`src/rtl/nexys_axil_mtimer.sv`:
```
// nexys_axil_mtimer: AXI4-Lite machine timer with mtime/mtimecmp, prescaler and tear-free HI shadow
module nexys_axil_mtimer #(
    parameter int PRESCALE = 1,
    parameter int ADDR_W   = 12
) (
    input  logic              clk,
    input  logic              rst_n,
    input  logic              s_awvalid,
    output logic              s_awready,
    input  logic [ADDR_W-1:0] s_awaddr,
    input  logic              s_wvalid,
    output logic              s_wready,
    input  logic [31:0]       s_wdata,
    input  logic [3:0]        s_wstrb,
    output logic              s_bvalid,
    input  logic              s_bready,
    output logic [1:0]        s_bresp,
    input  logic              s_arvalid,
    output logic              s_arready,
    input  logic [ADDR_W-1:0] s_araddr,
    output logic              s_rvalid,
    input  logic              s_rready,
    output logic [31:0]       s_rdata,
    output logic [1:0]        s_rresp,
    output logic [63:0]       mtime,
    output logic              mtip
);

    localparam logic [31:0] PCNT_MAX = 32'(PRESCALE - 1);

    function automatic logic [31:0] merge(input logic [31:0] old_v, input logic [31:0] new_v,
                                          input logic [3:0] strb);
        logic [31:0] r;
        for (int i = 0; i < 4; i++) r[8*i +: 8] = strb[i] ? new_v[8*i +: 8] : old_v[8*i +: 8];
        return r;
    endfunction

    logic              aw_held_q, w_held_q, bvalid_q, rvalid_q, en_q, mtip_q;
    logic [ADDR_W-1:0] awaddr_q;
    logic [31:0]       wdata_q, rdata_q, shadow_q, pcnt_q, pcnt_d;
    logic [3:0]        wstrb_q;
    logic [1:0]        bresp_q, rresp_q;
    logic [63:0]       mtime_q, mtime_d, mtimecmp_q, mtimecmp_d;

    logic              aw_hs, w_hs, ar_hs, do_wr, w_ok, r_ok, tick;
    logic              wr_lo, wr_hi, wr_clo, wr_chi, wr_ctl;
    logic [ADDR_W-1:0] waddr;
    logic [31:0]       wdat, rd_val;
    logic [3:0]        wstb;
    logic [2:0]        wsel, rsel;
    logic              unused_bits;

    assign s_awready = !aw_held_q & !bvalid_q;
    assign s_wready  = !w_held_q & !bvalid_q;
    assign s_arready = !rvalid_q;
    assign s_bvalid  = bvalid_q;
    assign s_bresp   = bresp_q;
    assign s_rvalid  = rvalid_q;
    assign s_rdata   = rdata_q;
    assign s_rresp   = rresp_q;
    assign mtime     = mtime_q;
    assign mtip      = mtip_q;

    assign aw_hs = s_awvalid & s_awready;
    assign w_hs  = s_wvalid & s_wready;
    assign ar_hs = s_arvalid & s_arready;

    // The write commits in the first cycle both halves are present, buffered or arriving now
    assign waddr = aw_held_q ? awaddr_q : s_awaddr;
    assign wdat  = w_held_q ? wdata_q : s_wdata;
    assign wstb  = w_held_q ? wstrb_q : s_wstrb;
    assign do_wr = (aw_held_q | aw_hs) & (w_held_q | w_hs);
    assign wsel  = waddr[4:2];
    assign w_ok  = (waddr[ADDR_W-1:5] == '0) & (wsel <= 3'd4);

    assign wr_lo  = do_wr & w_ok & (wsel == 3'd0);
    assign wr_hi  = do_wr & w_ok & (wsel == 3'd1);
    assign wr_clo = do_wr & w_ok & (wsel == 3'd2);
    assign wr_chi = do_wr & w_ok & (wsel == 3'd3);
    assign wr_ctl = do_wr & w_ok & (wsel == 3'd4);

    assign rsel   = s_araddr[4:2];
    assign r_ok   = (s_araddr[ADDR_W-1:5] == '0) & (rsel <= 3'd4);
    assign rd_val = !r_ok         ? 32'd0 :
                    rsel == 3'd0  ? mtime_q[31:0] :
                    rsel == 3'd1  ? shadow_q :
                    rsel == 3'd2  ? mtimecmp_q[31:0] :
                    rsel == 3'd3  ? mtimecmp_q[63:32] : {31'd0, en_q};

    assign tick        = en_q & (pcnt_q == PCNT_MAX);
    assign unused_bits = ^{waddr[1:0], s_araddr[1:0]};

    // Timer next state: a software write to either mtime half wins over a tick and restarts the prescaler
    always_comb begin
        pcnt_d     = (wr_lo | wr_hi) ? 32'd0 : !en_q ? pcnt_q : tick ? 32'd0 : pcnt_q + 32'd1;
        mtime_d    = wr_lo ? {mtime_q[63:32], merge(mtime_q[31:0], wdat, wstb)} :
                     wr_hi ? {merge(mtime_q[63:32], wdat, wstb), mtime_q[31:0]} :
                     tick  ? mtime_q + 64'd1 : mtime_q;
        mtimecmp_d = wr_clo ? {mtimecmp_q[63:32], merge(mtimecmp_q[31:0], wdat, wstb)} :
                     wr_chi ? {merge(mtimecmp_q[63:32], wdat, wstb), mtimecmp_q[31:0]} : mtimecmp_q;
    end

    // Timer registers, compare flag, control and the HI shadow captured by LO reads
    always_ff @(posedge clk or negedge rst_n) begin
        if (!rst_n) begin
            pcnt_q     <= '0;
            mtime_q    <= '0;
            mtimecmp_q <= '1;
            en_q       <= 1'b1;
            shadow_q   <= '0;
            mtip_q     <= 1'b0;
        end else begin
            pcnt_q     <= pcnt_d;
            mtime_q    <= mtime_d;
            mtimecmp_q <= mtimecmp_d;
            mtip_q     <= mtime_q >= mtimecmp_q;
            if (wr_ctl && wstb[0]) en_q <= wdat[0];
            if (ar_hs && r_ok && rsel == 3'd0) shadow_q <= mtime_q[63:32];
        end
    end

    // AXI4-Lite channel state: AW/W buffers, B response and registered R data
    always_ff @(posedge clk or negedge rst_n) begin
        if (!rst_n) begin
            aw_held_q <= 1'b0;
            w_held_q  <= 1'b0;
            awaddr_q  <= '0;
            wdata_q   <= '0;
            wstrb_q   <= '0;
            bvalid_q  <= 1'b0;
            bresp_q   <= 2'b00;
            rvalid_q  <= 1'b0;
            rdata_q   <= '0;
            rresp_q   <= 2'b00;
        end else begin
            aw_held_q <= !do_wr & (aw_held_q | aw_hs);
            w_held_q  <= !do_wr & (w_held_q | w_hs);
            if (aw_hs) awaddr_q <= s_awaddr;
            if (w_hs) begin
                wdata_q <= s_wdata;
                wstrb_q <= s_wstrb;
            end
            if (do_wr) begin
                bvalid_q <= 1'b1;
                bresp_q  <= w_ok ? 2'b00 : 2'b10;
            end else if (s_bready) begin
                bvalid_q <= 1'b0;
            end
            if (ar_hs) begin
                rvalid_q <= 1'b1;
                rdata_q  <= rd_val;
                rresp_q  <= r_ok ? 2'b00 : 2'b10;
            end else if (s_rready) begin
                rvalid_q <= 1'b0;
            end
        end
    end

endmodule

```
`config.mk`:
```
export PLATFORM = sky130hd
export DESIGN_NAME = nexys_axil_mtimer
export DESIGN_NICKNAME = d
export VERILOG_FILES = /design/src/rtl/nexys_axil_mtimer.sv
export SDC_FILE = /design/constraint.sdc
export NUM_CORES = 1
export LEC_CHECK = 0
export BUFFER_PORTS_ARGS = -buffer_cell sky130_fd_sc_hd__buf_2
export CAP_MARGIN = 5
export CORE_ASPECT_RATIO = 1.4
export CORE_MARGIN = 2
export CORE_UTILIZATION = 35
export CTS_BUF_LIST = sky130_fd_sc_hd__clkbuf_4 sky130_fd_sc_hd__clkbuf_8
export CTS_CLUSTER_SIZE = 24
export DETAILED_ROUTE_END_ITERATION = 12
export REMOVE_ABC_BUFFERS = 1
export SLEW_MARGIN = 20
export SYNTH_ARGS = -nofsm -noshare
export SYNTH_HDL_FRONTEND = slang
export SYNTH_SLANG_ARGS = --single-unit
export TNS_END_PERCENT = 20
```
`constraint.sdc`:
```
create_clock -name clk -period 7.9 [get_ports clk]
set_clock_uncertainty 0.15 [all_clocks]
set_input_delay 0.79 -clock clk [delete_from_list [all_inputs] [get_ports clk]]
set_output_delay 0.79 -clock clk [all_outputs]
set_load 0.02 [all_outputs]
```
==> results.cfg, run 1 <==
[synthesis]
synthFlopType = dfrtp_1
synthArstFlopShare = 1.00
synth_area_um2 = 15600
ys_warn_count = 0
synth_seq_cells = 278
avgSynthCellArea_um2 = 10.0
yosysSeqAreaShare = 0.452
synth_cells = 1559
ys_types = 68
synth_edf_count = 0

[clock_network]
cts_tree = done
postCtsHoldBufs = 0
clk_latency_ns = 0.59
clockBufferDepth = 3
post_cts_buffers = 0
clock-sinks = 278
clock-root-buffer = clkbuf_8
cts-buffers-inserted = 47
htree_num_levels = 2
clkSlewWorstSetupHoldPaths_ns = 0.06
cts_resized = 0

[worst_setup_path]
cp.arrival_ns = 4.05
slowest_stage = a21oi_1
regToRegSetupSlack_ns = 4.18
crit_type = flip-flop to flip-flop
worstSetupEndpointType = flip-flop
cp_slowest_stage_delay_ns = 0.89
required_ns = 8.22
startpoint_type = flip-flop
crit_top_cell = o21ai_0
cp_max_fo = 45
path_cells = nor4b_1 -> nand2_1 -> a211oi_4 -> buf_4 -> nor2_1 -> a21oi_1 -> o21ai_0 -> o21ai_0

[finish]
instances_no_fill = 2310
fillCellCount = 4340
area_growth_pct = 15.9
post-route-cell-area_um2 = 18100
final_nets = 1845
multi_input_area_um2 = 7950
regArea_um2 = 7040
fin_util = 0.410
drive_above_1_share = 0.300

[pwr]
p_per_area_nw_per_um2 = 219
peakVddDrop_v = 0.000105
p_leak_uw = 0.00788
p_total_uw = 3960

[run_status]
outcome = finished clean

[global_routing]
antenna_found_initial = 5
grt_start_max_net_pins = 127
grt_pass1_wl_um = 76200
track_usage = 0.211
gr-total-overflow = 0
grt_pass1_vias = 13292

[detailed_routing]
routed_wl_um = 49100
ant_nets = 0
highest_layer = met5
drt-pass1-iter-count = 5
met2WireLength_um = 25300
vias = 13093
post-route-drc-count = 0
vias_per_cell = 5.67
wl_per_cell_um = 21.3
drt_iter0_drc = 808
wl_met3_um = 2720
wl_met1_um = 18800

[placed_design]
place_area_um2 = 17000
dp_hpwl_um = 34700
gp_congestion = 0.845
dp.cells = 2220
numPortBuffers = 166

[floorplanning]
die_w_um = 182
start_util = 0.354
fp-row-count = 91
ios = 173
fp.dieH_um = 254
dieArea_um2 = 46300
core_um2 = 44100

[timing]
fin_setup_tns_ns = 0
fmax_ghz = 0.269
final-setup-viol-count = 0
worstMarginPinSlew_ns = 1.08
timing.final.crit_share = 0.471
drv_slew = 0
rsz0062_at_grt = false
hold_viol_final = 0
relSlewSlack = 0.281
min_period_ns = 3.72

[flow_run]
maxCapViolCount = 0

[min_path]
hold_class = primary input to asynchronous set/reset pin
-- area by class of cell --
type / instances / area share
Tap cell: 558 / 0.0387
Antenna cell: 4 / 0.000554
Timing Repair Buffer: 181 / 0.0542
Inverter: 84 / 0.0175
Sequential cell: 278 / 0.390
Clock inverter: 10 / 0.00693
Multi-Input combinational cell: 1119 / 0.440
Clock buffer: 76 / 0.0524
-- final timing paths --
check / from / depth (start not counted) / to
max in group asynchronous: rst_n / 2 / shadow_q[24]
min in group clk: s_rready / 2 / s_rvalid
setup reg to reg: aw_held_q / 8 / mtime[12]
hold / removal: rst_n / 1 / s_rdata[8]
hold reg to reg: s_rdata[20] / 2 / s_rdata[20]
setup / recovery: aw_held_q / 8 / mtime[12]
-- placed cells by master (no fill, tap or decap), types with 22 or more instances in the layout --
master	instances
dfrtp_1	212
mux2_2	165
buf_2	165
nand2_1	156
a21oi_1	97
o21ai_0	96
inv_1	84
nor2_1	77
ha_1	67
dfstp_2	65
clkbuf_8	60
nand3_1	50
nand4_1	38
o211ai_1	35
o221ai_1	31
nor3_1	27
a21o_1	25
and3_1	22
xor2_1	22
-- per-stage QoR --
stage                     worst slack (ns)  hold WS (ns)
after global placement                3.99         0.310
after global routing                  3.86         0.135
after detailed placement              3.96         0.316
after floorplan                       3.45         0.323
final                                 4.18        0.0903
after CTS                             4.22         0.103
-- cells by family (layout without fill, tap and decap cells) --
kind of cell | after synthesis | count (layout) | synth area share
AND/OR/NAND/NOR | 441 | 441 | 0.139
multiplexers | 184 | 184 | 0.132
flip-flops | 278 | 278 | 0.452
other | 1 | 6 | 0.000241
buffers and inverters | 163 | 351 | 0.0409
XOR/XNOR | 30 | 30 | 0.0169
AO/OA/AOI/OAI | 395 | 395 | 0.166
adder cells (fa/ha/maj) | 67 | 67 | 0.0538
-- cell usage after synthesis (22+ instances only) --
cell      number  area share
dfrtp_1      213        0.34
mux2_2       165        0.12
nand2_1      156       0.038
a21oi_1       97       0.031
o21ai_0       96       0.031
inv_1         84       0.020
nor2_1        79       0.019
ha_1          67       0.054
dfstp_2       65        0.11
clkbuf_1      59       0.014
nand3_1       50       0.016
nand4_1       38       0.015
o211ai_1      35       0.017
o221ai_1      31       0.017
nor3_1        27      0.0087
a21o_1        25       0.012
and3_1        22      0.0088
xor2_1        22       0.012
-- flip-flops by register name, indices dropped and copies added, names as in the netlist --
signal and count:
mtime 64, mtimecmp_q 64, pcnt_q 32, s_rdata 32, shadow_q 32, wdata_q 32, awaddr_q 10, wstrb_q 4
aw_held_q 1, en_q 1, mtip 1, s_bresp 1, s_bvalid 1, s_rresp 1, s_rvalid 1, w_held_q 1
-- critical path: cells and delay by family, from the launching register on --
family	cells	cell delay, ns
buffers and inverters	1	0.49
flip-flops	1	0.61
AND/OR/NAND/NOR	3	0.82
AO/OA/AOI/OAI	4	1.50
-- power by group --
| group | switching (uW) | leakage [uW] | internal (uW) | total (uW) |
|---|---|---|---|---|
| Sequential | 123 | 0.00332 | 1600 | 1720 |
| Combinational | 443 | 0.00398 | 322 | 765 |
| Clock | 616 | 0.000575 | 856 | 1470 |
| Total | 1180 | 0.00788 | 2770 | 3960 |
-- per-layer routing --
metal / GRT usage / up-vias
li1: - / 6051
met1: 0.238 / 6522
met2: 0.381 / 399
met3: 0.0416 / 119
met4: 0.101 / 2
met5: 0 / -
(Power assumes the default switching activity.)
==> inputs of run 2 (changes only) <==
==> constraint.sdc (replaced) <==
create_clock -name clk -period 3.1 [get_ports clk]
set_clock_uncertainty 0.15 [all_clocks]
set_input_delay 0.31 -clock clk [delete_from_list [all_inputs] [get_ports clk]]
set_output_delay 0.31 -clock clk [all_outputs]
set_load 0.02 [all_outputs]
==> run 2 against run 1 <==
Effect of this change: global-route usage rose by 0.73 points; register-to-register slack worse by 4.0 ns; cell area rose by 5.8%; via count rose by 3.5%; largest cell class unchanged; largest power group unchanged.
==> results.cfg, run 2 (same netlist as run 1, synthesis figures left out) <==
[detailed_routing]
ant_nets = 0
drt_iter0_drc = 812
routed_wl_um = 50800
vias = 13557
wl_per_cell_um = 20.9
post-route-drc-count = 0
vias_per_cell = 5.57
drt-pass1-iter-count = 5

[worst_setup_path]
critPathTopFamily = compound AO/OA/AOI/OAI gates
r2r_start = awaddr_q[8]
startpoint_type = flip-flop
cp_slowest_stage_delay_ns = 0.57
cp_max_fo = 44
cp.arrival_ns = 3.25
required_ns = 3.45
r2r_cells = 7
r2r_end = mtime[51]
critPathBufInv = 1
worstSetupEndpointType = flip-flop
slowest_stage = a2111o_2
path_cells = nor4_1 -> nand2_1 -> a2111o_2 -> buf_4 -> o21ai_0 -> a21oi_1 -> o22a_1
regToRegSetupSlack_ns = 0.20
crit_type = flip-flop to flip-flop

[pwr]
peakVddDrop_v = 0.000249
p_total_uw = 10100
p_leak_uw = 0.00843
p_per_area_nw_per_um2 = 527

[finish]
final_nets = 1970
mostFrequentLayoutCells = 212 x dfrtp_1, 165 x mux2_2, 165 x buf_2
final_common_cell = dfrtp_1
fillCellCount = 4291
fin_util = 0.434
area_growth_pct = 22.6
drive_above_1_share = 0.320
post-route-cell-area_um2 = 19100

[floorplanning]
ios = 173
core_um2 = 44100
die_w_um = 182
fp.dieH_um = 254
start_util = 0.354
dieArea_um2 = 46300
fp-row-count = 91

[clock_network]
post_cts_buffers = 0
cts_tree = done
clk_latency_ns = 0.60
cts-buffers-inserted = 46
clkSlewWorstSetupHoldPaths_ns = 0.07
clock-sinks = 278
clock-root-buffer = clkbuf_8
clockBufferDepth = 3
htree_num_levels = 2
cts_resized = 0

[global_routing]
antenna_found_initial = 2
gr-total-overflow = 0
grt_pass1_wl_um = 78600
track_usage = 0.218
grt_start_max_net_pins = 88
grt_pass1_vias = 13714

[timing]
hold_viol_final = 0
timing.final.crit_share = 0.934
fmax_ghz = 0.345
relSlewSlack = 0.475
rsz0062_at_grt = false
worstMarginPinSlew_ns = 0.788
drv_slew = 0
min_period_ns = 2.90
final-setup-viol-count = 0

[placed_design]
dp_hpwl_um = 37500
numPortBuffers = 166
gp_congestion = 0.893
place_area_um2 = 17600

[min_path]
whs_path_depth = 4
min_from = s_araddr[11]
hold_end = s_rdata[0]
hold_class = primary input to flip-flop

[flow_run]
maxCapViolCount = 0

[run_status]
outcome = finished clean
## run 2: layout make-up
| class | count | area [um2] | area share |
|---|---|---|---|
| Antenna cell | 2 | 5.00 | 0.000262 |
| Clock buffer | 72 | 891 | 0.0466 |
| Clock inverter | 14 | 131 | 0.00687 |
| Inverter | 84 | 315 | 0.0165 |
| Multi-Input combinational cell | 1119 | 7950 | 0.416 |
| Sequential cell | 278 | 7040 | 0.368 |
| Tap cell | 558 | 698 | 0.0365 |
| Timing Repair Buffer | 307 | 2090 | 0.109 |
## run 2: metal layers
layer	up-vias	track usage	share of wire
met1	6728	0.248	0.38
li1	6288	-	-
met4	0	0.107	0.045
met5	-	0	0
met3	123	0.0337	0.048
met2	418	0.398	0.52
## run 2: power by group
part	switching, uW	internal [uW]
logic	1220	921
registers	261	4070
clock network	1590	2010
## run 2: what timing repair did
item                       CTS  global route
hold endpoints to repair   114             0
setup endpoints to repair    0             0
hold buffers                50             0
## run 2: worst max-delay path by stage
stage | startpoint | endpoint | slack [ns] | depth (start not counted)
after floorplan | w_held_q | mtime[25] | -1.35 | 6
after global placement | s_awaddr[8] | mtime[51] | 0.26 | 8
after detailed placement | s_awaddr[8] | mtime[51] | 0.25 | 8
after CTS | awaddr_q[8] | mtime[51] | 0.24 | 7
after global routing | mtime[1] | mtime[51] | 0.05 | 8
final | awaddr_q[8] | mtime[51] | 0.20 | 7
## run 2: per-stage QoR
step	hold WS (ns)	TNS, ns	std cells	worst slack [ns]
detailed placement	0.209	0	2296	0.245
finish	0.0674	0	2434	0.204
global route	0.100	0	2434	0.0525
global placement	0.207	0	2296	0.258
floorplan	-0.136	-102.13	1481	-1.35
CTS	0.0590	0	2432	0.242
## run 2: worst min-delay path, cell delays in order
cell,delay (ns)
buf_2,0.07
nor3_1,0.04
nand4_1,0.21
o21ai_0,0.13
==> inputs of run 3 (changes only) <==
--- a/config.mk
+++ b/config.mk
@@ -5,6 +5,7 @@
 export SDC_FILE = /design/constraint.sdc
 export NUM_CORES = 1
 export LEC_CHECK = 0
+export ABC_AREA = 1
 export BUFFER_PORTS_ARGS = -buffer_cell sky130_fd_sc_hd__buf_2
 export CAP_MARGIN = 5
 export CORE_ASPECT_RATIO = 1.4
==> run 3 against run 2 <==
Effect of this change: hold slack gained 0.010 ns; via count grew 36%; clock-buffer cell count up 8; global-route usage rose by 4.5 points; worst setup slack got worse by 0.0089 ns; largest cell class unchanged; sequential share of layout area is 3.9 points lower; sequential cell count unchanged.
==> results.cfg, run 3 <==
[clock_network]
cts-buffers-inserted = 49
clock-root-buffer = clkbuf_8
clock-sinks = 278
cts_tree = done
clockBufferDepth = 3
clkSlewWorstSetupHoldPaths_ns = 0.06
clk_latency_ns = 0.65
htree_num_levels = 2

[finish]
mostFrequentLayoutCells = 924 x nand2_1, 305 x inv_1, 250 x nor2_1
drive_above_1_share = 0.158
regArea_um2 = 7040
multi_input_area_um2 = 9300
fillCellCount = 5419
area_growth_pct = 19.7
final_nets = 2990
final_common_cell = nand2_1
post-route-cell-area_um2 = 21400

[global_routing]
grt_pass1_vias = 18135
track_usage = 0.263
grt_start_max_net_pins = 72
antenna_found_initial = 1
grt_pass1_wl_um = 107000
gr-total-overflow = 0

[worst_setup_path]
path_cells = ha_1 -> nand2_1 -> nor2_2 -> nand2_1 -> nor2_2 -> nand2_1 -> or2_2 -> o22ai_1 -> nand2_1 -> nand2_1
crit_top_cell = nand2_1
cp_max_fo = 7
critPathBufInv = 0
slowest_stage = dfrtp_1
crit_type = flip-flop to flip-flop
worstSetupEndpointType = flip-flop
cp_slowest_stage_delay_ns = 0.56
critPathTopFamily = simple AND/OR/NAND/NOR gates
required_ns = 3.52
cp.arrival_ns = 3.32
startpoint_type = flip-flop

[synthesis]
avgSynthCellArea_um2 = 6.88
synthTopCellsByArea = dfrtp_1 30%, nand2_1 19%, dfstp_2 9.6%
synthFlopType = dfrtp_1
synthArstFlopShare = 1.00
synth_top_area_frac = 0.298
synth_seq_cells = 278
synth_most_common_cell = nand2_1
ys_types = 48
synth_area_um2 = 17900
synth_edf_count = 0
yosys.area.top_type = dfrtp_1
synthTopCellsByCount = 926 x nand2_1, 305 x inv_1, 250 x nor2_1
ys_warn_count = 0
synth_cells = 2598
yosysSeqAreaShare = 0.394

[detailed_routing]
post-route-drc-count = 0
vias = 18405
vias_per_cell = 5.19
drt_iter0_drc = 1142
ant_nets = 0
routed_wl_um = 70000
drt-pass1-iter-count = 10
wl_per_cell_um = 19.7

[floorplanning]
core_um2 = 50800
fp.dieH_um = 271
die_w_um = 195
ios = 173
dieArea_um2 = 52900
fp-row-count = 98
start_util = 0.352

[placed_design]
numPortBuffers = 166
dp_hpwl_um = 53600
place_area_um2 = 19700
place_ws_ns = 0.303
gp_congestion = 1.03

[pwr]
p_per_area_nw_per_um2 = 510
peakVddDrop_v = 0.000465
p_leak_uw = 0.0105

[timing]
worst_slack_ns = 0.195
drv_slew = 0
timing.final.crit_share = 0.937
rsz0062_at_grt = false
min_period_ns = 2.90
final-setup-viol-count = 0
relSlewSlack = 0.243
worstMarginPinSlew_ns = 1.12
hold_viol_final = 0
fmax_ghz = 0.344
holdWs_ns = 0.0774

[flow_run]
maxCapViolCount = 0

[run_status]
outcome = finished clean

[min_path]
hold_class = primary input to asynchronous set/reset pin
-- run 3: cell count changes after synthesis, moves of 18 or more --
cell     previous run  this run
nand3_1            50       120
nand2_2             0        19
inv_1              84       305
mux2_2            165         3
a21oi_1            97        71
nor2_1             79       250
a21o_1             25         5
and3_1             22         0
nand2_1           156       926
nor4_1             19         1
o21ai_0            96       199
mux2i_1            18         0
-- run 3: cell families (layout without fill, tap and decap cells) --
group,Yosys count,after routing,share of synthesized area
AND/OR/NAND/NOR,1459,1459,0.341
buffers and inverters,394,692,0.0865
AO/OA/AOI/OAI,381,381,0.122
flip-flops,278,278,0.394
adder cells (fa/ha/maj),67,67,0.0469
XOR/XNOR,15,15,0.00735
multiplexers,3,3,0.00189
other,1,3,0.000210
-- run 3: what timing repair did --
item,4_1_cts,5_1_grt
resized for setup,0,1
hold endpoints to repair,190,0
hold buffers,57,0
setup endpoints to repair,0,1
buffers inserted,0,0
-- run 3: where the power goes --
| group | internal [uW] | switching [uW] |
|---|---|---|
| sequential | 4070 | 336 |
| combinational | 764 | 1800 |
| clock | 2240 | 1710 |
| total | 7070 | 3840 |
-- run 3: worst reg2reg max path, stage by stage (launching register included) --
cell	delay, ns
dfrtp_1	0.56
ha_1	0.28
nand2_1	0.11
nor2_2	0.23
nand2_1	0.18
nor2_2	0.45
nand2_1	0.29
or2_2	0.34
o22ai_1	0.11
nand2_1	0.07
nand2_1	0.06
-- run 3: per-stage QoR --
step	util	TNS, ns	cells	power, uW
after floorplan	-	-54.65	2520	5910
after global routing	0.421	0	3548	11500
after detailed placement	0.388	0	3398	6930
final	0.421	0	3548	10900
after global placement	0.388	0	3398	6860
after CTS	0.421	0	3547	11000
-- run 3: routing by layer --
| metal | part of all wire | routed length (um) | GRT usage | vias to the layer above |
|---|---|---|---|---|
| met5 | 0 | 0 | 0 | - |
| met2 | 0.51 | 35400 | 0.475 | 589 |
| li1 | - | - | - | 8894 |
| met3 | 0.048 | 3380 | 0.0318 | 168 |
| met1 | 0.39 | 27600 | 0.307 | 8754 |
| met4 | 0.052 | 3610 | 0.132 | 0 |
-- run 3: final cells by class --
class / count / share of cell area
antenna: 1 / 0.000117
clock buffer: 80 / 0.0453
clock inverter: 12 / 0.00696
timing repair buffer: 285 / 0.0901
inverter: 315 / 0.0555
tap: 650 / 0.0380
multi-input combinational: 1927 / 0.435
sequential: 278 / 0.329
-- run 3: path summary, 6_finish.rpt --
kind	from	endpoint	slack, ns	cells after the start
worst max-delay path	mtime[0]	mtime[22]	0.20	10
worst min-delay path	rst_n	wdata_q[2]	0.08	2
worst max register to register	mtime[0]	mtime[22]	0.20	10
worst min register to register	wdata_q[0]	wdata_q[0]	0.32	2
max in group asynchronous	rst_n	mtimecmp_q[50]	1.84	3
min in group clk	s_bready	s_bvalid	0.23	3
